==> src/rtl/ex_stage.sv <==
// MIPS execute stage: single-cycle ALU plus an iterative 32-step multiply/divide
// unit owning the architectural HI/LO registers.
module ex_stage (
    input  logic        CLK,
    input  logic        RST,
    input  logic [31:0] Ins,
    input  logic [31:0] Rdata1,
    input  logic [31:0] Rdata2,
    input  logic [31:0] Ed32,
    output logic [31:0] Result,
    output logic        Stall,
    output logic        MdBusy
);

    localparam logic [5:0] OP_RTYPE = 6'h00, OP_ADDI  = 6'h08, OP_ADDIU = 6'h09,
                           OP_SLTI  = 6'h0A, OP_SLTIU = 6'h0B, OP_ANDI  = 6'h0C,
                           OP_ORI   = 6'h0D, OP_XORI  = 6'h0E, OP_LUI   = 6'h0F,
                           OP_LW    = 6'h23, OP_SW    = 6'h2B;

    localparam logic [5:0] F_SLL  = 6'h00, F_SRL   = 6'h02, F_SRA  = 6'h03,
                           F_MFHI = 6'h10, F_MTHI  = 6'h11, F_MFLO = 6'h12,
                           F_MTLO = 6'h13, F_MULT  = 6'h18, F_MULTU = 6'h19,
                           F_DIV  = 6'h1A, F_DIVU  = 6'h1B, F_ADD  = 6'h20,
                           F_ADDU = 6'h21, F_SUB   = 6'h22, F_SUBU = 6'h23,
                           F_AND  = 6'h24, F_OR    = 6'h25, F_XOR  = 6'h26,
                           F_NOR  = 6'h27, F_SLT   = 6'h2A, F_SLTU = 6'h2B;

    typedef enum logic [1:0] {IDLE, BUSY, DONE} md_state_t;

    md_state_t   state, state_next;
    logic [4:0]  cnt;
    logic [64:0] acc;
    logic [31:0] opb;
    logic        is_div, neg_q, neg_r, div_zero;
    logic [31:0] hi, lo;

    logic [5:0]  op, funct;
    logic [4:0]  shamt;
    logic [31:0] zimm;
    logic        rtype, is_md, md_signed, md_div, is_mthi, is_mtlo;

    assign op     = Ins[31:26];
    assign funct  = Ins[5:0];
    assign shamt  = Ins[10:6];
    assign zimm   = {16'h0, Ins[15:0]};
    assign rtype  = (op == OP_RTYPE);
    assign md_div    = (funct == F_DIV)  || (funct == F_DIVU);
    assign md_signed = (funct == F_MULT) || (funct == F_DIV);
    assign is_md     = rtype && (md_div || funct == F_MULT || funct == F_MULTU);
    assign is_mthi   = rtype && (funct == F_MTHI);
    assign is_mtlo   = rtype && (funct == F_MTLO);

    // Operands are latched as magnitudes; signs are re-applied on the last step.
    logic        sign_a, sign_b;
    logic [31:0] mag_a, mag_b;
    assign sign_a = md_signed & Rdata1[31];
    assign sign_b = md_signed & Rdata2[31];
    assign mag_a  = sign_a ? -Rdata1 : Rdata1;
    assign mag_b  = sign_b ? -Rdata2 : Rdata2;

    // One iteration of shift-add (mul) or restoring shift-subtract (div).
    logic [32:0] mul_sum, div_sh, div_diff;
    logic        div_ge;
    logic [31:0] div_rem;
    logic [64:0] mul_next, div_next, step;
    assign mul_sum  = acc[64:32] + {1'b0, opb};
    assign mul_next = acc[0] ? ({mul_sum, acc[31:0]} >> 1) : (acc >> 1);
    assign div_sh   = {acc[63:32], acc[31]};
    assign div_diff = div_sh - {1'b0, opb};
    assign div_ge   = (div_sh >= {1'b0, opb});
    assign div_rem  = div_ge ? div_diff[31:0] : div_sh[31:0];
    assign div_next = {1'b0, div_rem, acc[30:0], div_ge};
    assign step     = is_div ? div_next : mul_next;

    logic [63:0] prod_fix;
    logic [31:0] hi_fin, lo_fin;
    assign prod_fix = neg_q ? -step[63:0] : step[63:0];
    assign hi_fin = is_div ? (neg_r ? -step[63:32] : step[63:32]) : prod_fix[63:32];
    assign lo_fin = is_div ? (div_zero ? 32'hFFFF_FFFF : (neg_q ? -step[31:0] : step[31:0]))
                           : prod_fix[31:0];

    logic unused_bits;
    assign unused_bits = ^{Ins[25:16], div_diff[32]};

    always_ff @(posedge CLK or posedge RST) begin
        if (RST) state <= IDLE;
        else     state <= state_next;
    end

    // NOTE: every output of this block gets a default first so no path leaves a latch.
    always_comb begin
        state_next = state;
        Stall      = 1'b0;
        MdBusy     = (state != IDLE);
        case (state)
            IDLE: if (is_md) begin
                Stall      = 1'b1;
                state_next = BUSY;
            end
            BUSY: begin
                Stall = 1'b1;
                if (cnt == 5'd31) state_next = DONE;
            end
            DONE:    state_next = IDLE;
            default: state_next = IDLE;
        endcase
        if (RST) Stall = 1'b0;
    end

    // NOTE: sequential state uses non-blocking assignments so every register samples pre-edge values.
    always_ff @(posedge CLK or posedge RST) begin
        if (RST) begin
            cnt      <= '0;
            acc      <= '0;
            opb      <= '0;
            is_div   <= 1'b0;
            neg_q    <= 1'b0;
            neg_r    <= 1'b0;
            div_zero <= 1'b0;
            hi       <= '0;
            lo       <= '0;
        end else begin
            case (state)
                IDLE: begin
                    if (is_md) begin
                        acc      <= {33'h0, mag_a};
                        opb      <= mag_b;
                        is_div   <= md_div;
                        neg_q    <= sign_a ^ sign_b;
                        neg_r    <= sign_a;
                        div_zero <= md_div && (Rdata2 == 32'h0);
                        cnt      <= '0;
                    end else if (is_mthi) begin
                        hi <= Rdata1;
                    end else if (is_mtlo) begin
                        lo <= Rdata1;
                    end
                end
                BUSY: begin
                    acc <= step;
                    cnt <= cnt + 5'd1;
                    if (cnt == 5'd31) begin
                        hi <= hi_fin;
                        lo <= lo_fin;
                    end
                end
                default: ;
            endcase
        end
    end

    always_comb begin
        Result = '0;
        case (op)
            OP_RTYPE: case (funct)
                F_SLL:         Result = Rdata2 << shamt;
                F_SRL:         Result = Rdata2 >> shamt;
                F_SRA:         Result = $signed(Rdata2) >>> shamt;
                F_MFHI:        Result = hi;
                F_MFLO:        Result = lo;
                F_ADD, F_ADDU: Result = Rdata1 + Rdata2;
                F_SUB, F_SUBU: Result = Rdata1 - Rdata2;
                F_AND:         Result = Rdata1 & Rdata2;
                F_OR:          Result = Rdata1 | Rdata2;
                F_XOR:         Result = Rdata1 ^ Rdata2;
                F_NOR:         Result = ~(Rdata1 | Rdata2);
                F_SLT:         Result = {31'h0, $signed(Rdata1) < $signed(Rdata2)};
                F_SLTU:        Result = {31'h0, Rdata1 < Rdata2};
                default:       Result = '0;
            endcase
            OP_ADDI, OP_ADDIU: Result = Rdata1 + Ed32;
            OP_SLTI:           Result = {31'h0, $signed(Rdata1) < $signed(Ed32)};
            OP_SLTIU:          Result = {31'h0, Rdata1 < Ed32};
            OP_ANDI:           Result = Rdata1 & zimm;
            OP_ORI:            Result = Rdata1 | zimm;
            OP_XORI:           Result = Rdata1 ^ zimm;
            OP_LUI:            Result = {Ins[15:0], 16'h0};
            OP_LW, OP_SW:      Result = Rdata1 + Ed32;
            default:           Result = '0;
        endcase
    end

endmodule
==> config.mk <==
export PLATFORM = sky130hd
export DESIGN_NAME = ex_stage
export DESIGN_NICKNAME = d
export VERILOG_FILES = /design/src/rtl/ex_stage.sv
export SDC_FILE = /design/constraint.sdc
export NUM_CORES = 2
export LEC_CHECK = 0
export CAP_MARGIN = 20
export CORE_MARGIN = 3
export CORE_UTILIZATION = 50
export CTS_BUF_LIST = sky130_fd_sc_hd__clkbuf_16
export CTS_CLUSTER_DIAMETER = 30
export DETAILED_ROUTE_END_ITERATION = 16
export GPL_TIMING_DRIVEN = 1
export HOLD_SLACK_MARGIN = 0.03
export PLACE_DENSITY = 0.69
export SLEW_MARGIN = 15
export SYNTH_ARGS = -nofsm -noshare
export SYNTH_HDL_FRONTEND = slang
export SYNTH_SLANG_ARGS = --single-unit
==> constraint.sdc <==
create_clock -name CLK -period 7 [get_ports CLK]
set_input_delay 1.4 -clock CLK [delete_from_list [all_inputs] [get_ports CLK]]
set_output_delay 1.4 -clock CLK [all_outputs]
set_load 0.02 [all_outputs]
Word-level counts from Yosys, hierarchy flattened:

Index checks and enable logic that the tools add are counted.

* register bits after elaboration: 172
* output and inout bits: 34

* add/sub/neg operators: 11
* order comparisons: 5
* eq/ne operators: 38
* shift operators: 3
* mux-type cells: 32
* bitwise logic cells: 10
* reductions and logical operators: 22

Operators with widths (number)
* $mux 32: 15
* $pmux 32 s13: 1
* $pmux 32 s8: 1
* $mux 64: 3
* $pmux 65 s2: 1
* $lt 32x32->1: 4
* $neg 32->32: 4
* $pmux 32 s2: 2
* $eq 6x6->1 const B: 12
* $mux 65: 1
* $add 32x32->32: 2
* $neg 64->64: 1
* $sub 32x32->32: 2
* $eq 6x4->1 const B: 8
* $eq 6x5->1 const B: 8
* $add 33x32->33: 1
* $ge 33x32->1: 1
* $and 32x16->32: 1
* $and 32x32->32: 1
* $logic_not 32->1: 1
* $not 32->32: 1
* $or 32x16->32: 1
* $or 32x32->32: 1
* $shl 32x5->32: 1
* other kinds (27): 47

Longest topological paths before layout:

* depth in word-level cells: 9
* gate-level depth with buffers: 21
* mapped depth without buffers: 19

Worst setup path after synthesis:

No wires, ideal clock.

* path kind: input-to-output
* from: in Rdata2[2]
* to: out Result[30]
* arrival: 4706 ps
* setup slack: 894 ps
* stages: 15
* path buffers: 1
* cells stage by stage: clkbuf_1 -> inv_1 -> ha_1 -> a21oi_1 -> o21bai_1 -> a211oi_1 -> o21ai_0 -> a221o_1 -> a221oi_1 -> o41ai_1 -> a21oi_1 -> o21ai_0 -> a2111oi_0 -> o31ai_1 -> o211ai_1

* longest elaborated chain between the ends: 3
* elaborated cells between the ends (all ways): 7

RTL lines
* start, declared: RTL line 8 `input logic [31:0] Rdata2,`
* $sub 32x32->32 (tied with other cells): RTL line 162 `F_SUB, F_SUBU: Result = Rdata1 - Rdata2;`
* $pmux 32 s13 *: RTL line 155 `OP_RTYPE: case (funct)`
* $pmux 32 s8 *: RTL line 154 `case (op)`
* end, declared: RTL line 10 `output logic [31:0] Result,`

Every way passes the cells marked *; elsewhere a longest branch is shown, timed or not.

Final worst setup path:

* from: in Rdata1[1]
* to: out Result[30]

* longest elaborated chain between the ends: 3
* elaborated cells between the ends (all ways): 5

RTL lines
* start, declared: RTL line 7 `input logic [31:0] Rdata1,`
* $sub 32x32->32 / $add 32x32->32 (equally long branches): RTL line 162, 161
* $pmux 32 s13: RTL line 155
* $pmux 32 s8 *: RTL line 154

Marked as above.

==> results by group <==
Placed design
  – Final GP Congestion: approximately 1.1
  – Detailed Place HPWL: approximately 110000 µm
  – Placed Area: ~32000 µm²
  – PortBufs: approximately 150

GRT
  – Number of global-route vias before repair: slightly above 30000
  – GRT Overall Usage: between 40% and 50%
  – Largest net degree at the start of global routing: 99
  – GRT overflow: 0
  – Initial antenna violation count: 8
  – First-pass GRT wire length: slightly above 200000 µm

Critical path
  – Max Fanout on Critical Path: 4
  – Slowest CP cell: clkdlybuf4s50_1
  – Arr. time, crit path: ~5.5 ns
  – Worst r2r path cells: 18
  – Setup crit end kind: output port
  – Critical path launch point type: primary input
  – Capture point of the critical path: Result[30]
  – Worst path cell trace: clkdlybuf4s50_1 > buf_6 > buf_4 > inv_1 > buf_4 > fa_2 > o21bai_4 > a21oi_2 > nor2_2 > o211ai_1 > buf_4 > nand3_2 > a31oi_4 > o31a_1 > o31ai_4 > a21oi_2 > xnor2_1 > o21ai_0 > o31ai_1 > buf_4 > o211ai_1 > buf_4
  – Data required time of the worst path: ~5.6 ns
  – Cell mode on critical path: buf_4
  – CP peak stage delay: 0.49 ns
  – Critical Path Start: Rdata1[1]
  – Worst R2R End: hi[22]
  – FF-to-FF Start: acc[37]
  – R2R setup slack: 0.46 ns
  – Worst Path Class, Setup: primary input to output port

Power
  – Register share of total power: 20.1%
  – Internal power: roughly 4100 µW
  – Switching pwr: 4804 µW
  – Leakage power: between 0.01 and 0.015 µW
  – Maximum vdd ir drop: 0.0002057 V
  – Combinational share of power: around two thirds
  – Power per cell area: about 270 nW/µm²
  – Clock share of power: a little under an eighth
  – Sw Ratio: a little over half

Floorplanning
  – Core box area: between 50000 and 60000 µm²
  – DIE WIDTH: about 240 µm
  – Row count: 85
  – Starting Density: between 50% and 60%
  – Die ar.: between 50000 and 60000 µm²
  – Die H: 241.0 µm
  – # IOs: approximately 160

Clock network
  – Number of CTS-inserted buffers: 17
  – Cts hold-fix bufs: 0
  – Clk root buf: clkbuf_16
  – CTS Buffer Depth: 2
  – CTS tree: done
  – Clock Pin Slew Worst Setup and Hold Paths: 0.08 ns
  – Clk sinks: between 150 and 200
  – Clk Latency, worst-skew pair: 0.50 ns
  – Max H-tree Level: 4

Synthesis
  – Post-Syn Instances: about 3800
  – Leading area contributor after synthesis: dfrtp_1
  – Synthesized area per cell: 7.225 µm²
  – FFs w/ async S/R, synth: between 90% and 100%
  – Post-synth EDFFs: 0
  – Seq cells post-synth: between 150 and 200
  – Synth area leaders: dfrtp_1 (15%), ha_1 (12%), o21ai_0 (6.5%)
  – Top-area cell type share of the netlist area: approximately 15%
  – Count of different cell masters after synthesis: around 100
  – Main synth FF type: dfrtp_1
  – Sequential-to-total area share from yosys stat: 15.49%
  – Synth Warn #: 0
  – Syn Nets: approximately 4200
  – Synthesized cell area: around 28000 µm²

Timing
  – Final period utilization: a little over nine tenths
  – Achievable Freq: 0.1451 GHz
  – Final Hold Viols: 0
  – Fin. max-slew vios: 0
  – Slew @ Worst Pin: 1.296 ns
  – Final clock skew: between 0.02 and 0.025 ns
  – Unrepaired setup endpoints after global routing: yes
  – Slew HR: between 10 and 15%
  – Fin crit period: between 6 and 7 ns
  – Final setup fails: 0

Detailed routing
  – Antenna Violating Nets Remaining: 0
  – Drt first pass iters: 9
  – WL/cell: around 30 µm
  – Initial DRC count: about 5000
  – DRC: 0
  – Vias/cell: roughly 7
  – Post-Route WL: about 150000 µm
  – Vias: about 34000

Final layout
  – Layout cells sized above 1: 15.12%
  – Final instance area: 33400 µm²
  – Area delta synth->final: 20.93%
  – Fill count: 5026
  – Final #Nets: ~4600
  – Util after Layout: between 60% and 70%

Worst hold path
  – Worst min path class: flip-flop to flip-flop

Outcome
  – Status: completed

Run
  – Max Cap Viol: 0
[metrics by stage]
| stage | cells | setup WS (ns) | hold WS (ns) | setup TNS (ns) | power [µW] |
|---|---|---|---|---|---|
| after floorplan | 3823 | 0.8944 | 0.4488 | 0 | 5471 |
| after global routing | 4863 | -0.03483 | 0.5200 | -0.05101 | 9287 |
| after detailed placement | 4829 | -0.6418 | 0.4773 | -7.676 | 7416 |
| after CTS | 4863 | 0.003071 | 0.4954 | 0 | 8518 |
| after global placement | 4829 | -0.6966 | 0.4651 | -7.096 | 7350 |
| final | 4870 | 0.1071 | 0.4991 | 0 | 8874 |
[placed cells by master (no fill, tap or decap), types with 34 or more instances in the layout]
master and n:
buf_4 391, o21ai_0 351, a211oi_1 51, or3_1 36, o31ai_1 37, nor3_1 62
nand3_1 104, o211ai_1 65, clkdlybuf4s50_1 123, a31oi_1 74, dfrtp_1 170, xor2_1 53
a21o_1 45, xnor2_1 159, ha_1 257, nand2_1 403, o21bai_1 41, nor2_1 348
a21oi_1 285, mux2i_1 117, nand4_1 34, a22oi_1 50, inv_1 234
[layer usage]
layer | GRT usage, % | part of all wire [%] | vias to the layer above
li1 | - | - | 14730
met4 | 29.11 | 7.2 | 6
met5 | 0 | 0.022 | -
met3 | 16.55 | 15 | 467
met2 | 67.38 | 39 | 2617
met1 | 64.71 | 39 | 16100
[synth_stat cells, types with 53 or more instances]
| library cell | number |
|---|---|
| nand2_1 | 403 |
| mux2i_1 | 117 |
| o211ai_1 | 65 |
| a211oi_1 | 53 |
| dfrtp_1 | 171 |
| xnor2_1 | 159 |
| o21ai_0 | 360 |
| ha_1 | 261 |
| a21oi_1 | 294 |
| xor2_1 | 53 |
| inv_1 | 237 |
| clkbuf_1 | 189 |
| nor3_1 | 65 |
| a31oi_1 | 78 |
| nor2_1 | 351 |
| nand3_1 | 105 |
[how the worst min path moves through the flow]
stage | start | endpoint | slack [ns] | depth (start not counted)
4_1_cts | lo[4] | lo[4] | 0.50 | 2
3_5_place_dp | hi[14] | hi[14] | 0.48 | 2
2_1_floorplan | hi[0] | hi[0] | 0.45 | 2
6_report | lo[4] | lo[4] | 0.50 | 2
3_3_place_gp | lo[4] | lo[4] | 0.47 | 2
5_1_grt | hi[24] | hi[24] | 0.52 | 1
[logic make-up (layout without fill, tap and decap cells)]
logic type | after synthesis | after routing | share of synthesized area, %
buffers and inverters | 490 | 834 | 6.822
other | 0 | 7 | 0
xor gates and xnor gates | 212 | 212 | 6.723
DFF | 171 | 171 | 15.49
and+or+nand+nor | 1185 | 1185 | 19.78
adders and majority gates | 266 | 266 | 12.19
muxes | 165 | 165 | 7.420
AOI/OAI and AO/OA | 1334 | 1334 | 31.58
[area by class of cell]
| cell class | count | area [µm²] | share of cell area [%] |
|---|---|---|---|
| tap | 696 | 870.8 | 2.607 |
| sequential | 171 | 4283 | 12.82 |
| clock buffer | 17 | 425.4 | 1.274 |
| inverter | 243 | 917.1 | 2.746 |
| multi-input combinational | 3162 | 21960 | 65.75 |
| timing repair buffer | 559 | 4726 | 14.15 |
| antenna | 7 | 17.52 | 0.05244 |
| clock inverter | 15 | 200.2 | 0.5994 |
[worst max-delay path, delay by kind of cell]
kind / cells / cell delay (ns)
buffers and inverters: 8 / 1.50
XOR/XNOR: 1 / 0.14
AND/OR/NAND/NOR: 2 / 0.29
AO/OA/AOI/OAI: 10 / 1.78
adder cells (fa/ha/maj): 1 / 0.40
[sequential cells by signal, summed over array words and instances, names as in the netlist]
signal    count
acc          64
hi           32
lo           32
opb          32
cnt           5
state         2
div_zero      1
is_div        1
neg_q         1
neg_r         1
[power groups by stage]
stage	Sequential (µW)	Clock (µW)	Combinational (µW)
floorplan	1610	0	3860
global placement	1770	0	5580
detailed placement	1780	0	5640
CTS	1760	1060	5700
global route	1820	1090	6370
finish	1790	1070	6020
[repair_timing]
item                                    CTS  global route
buffers inserted                          2             0
cloned                                    0             0
endpoints found under the setup margin   19            19
resized for setup                        77            77
pin swaps                                11            24
No activity file was read; power rests on OpenSTA's default activity.
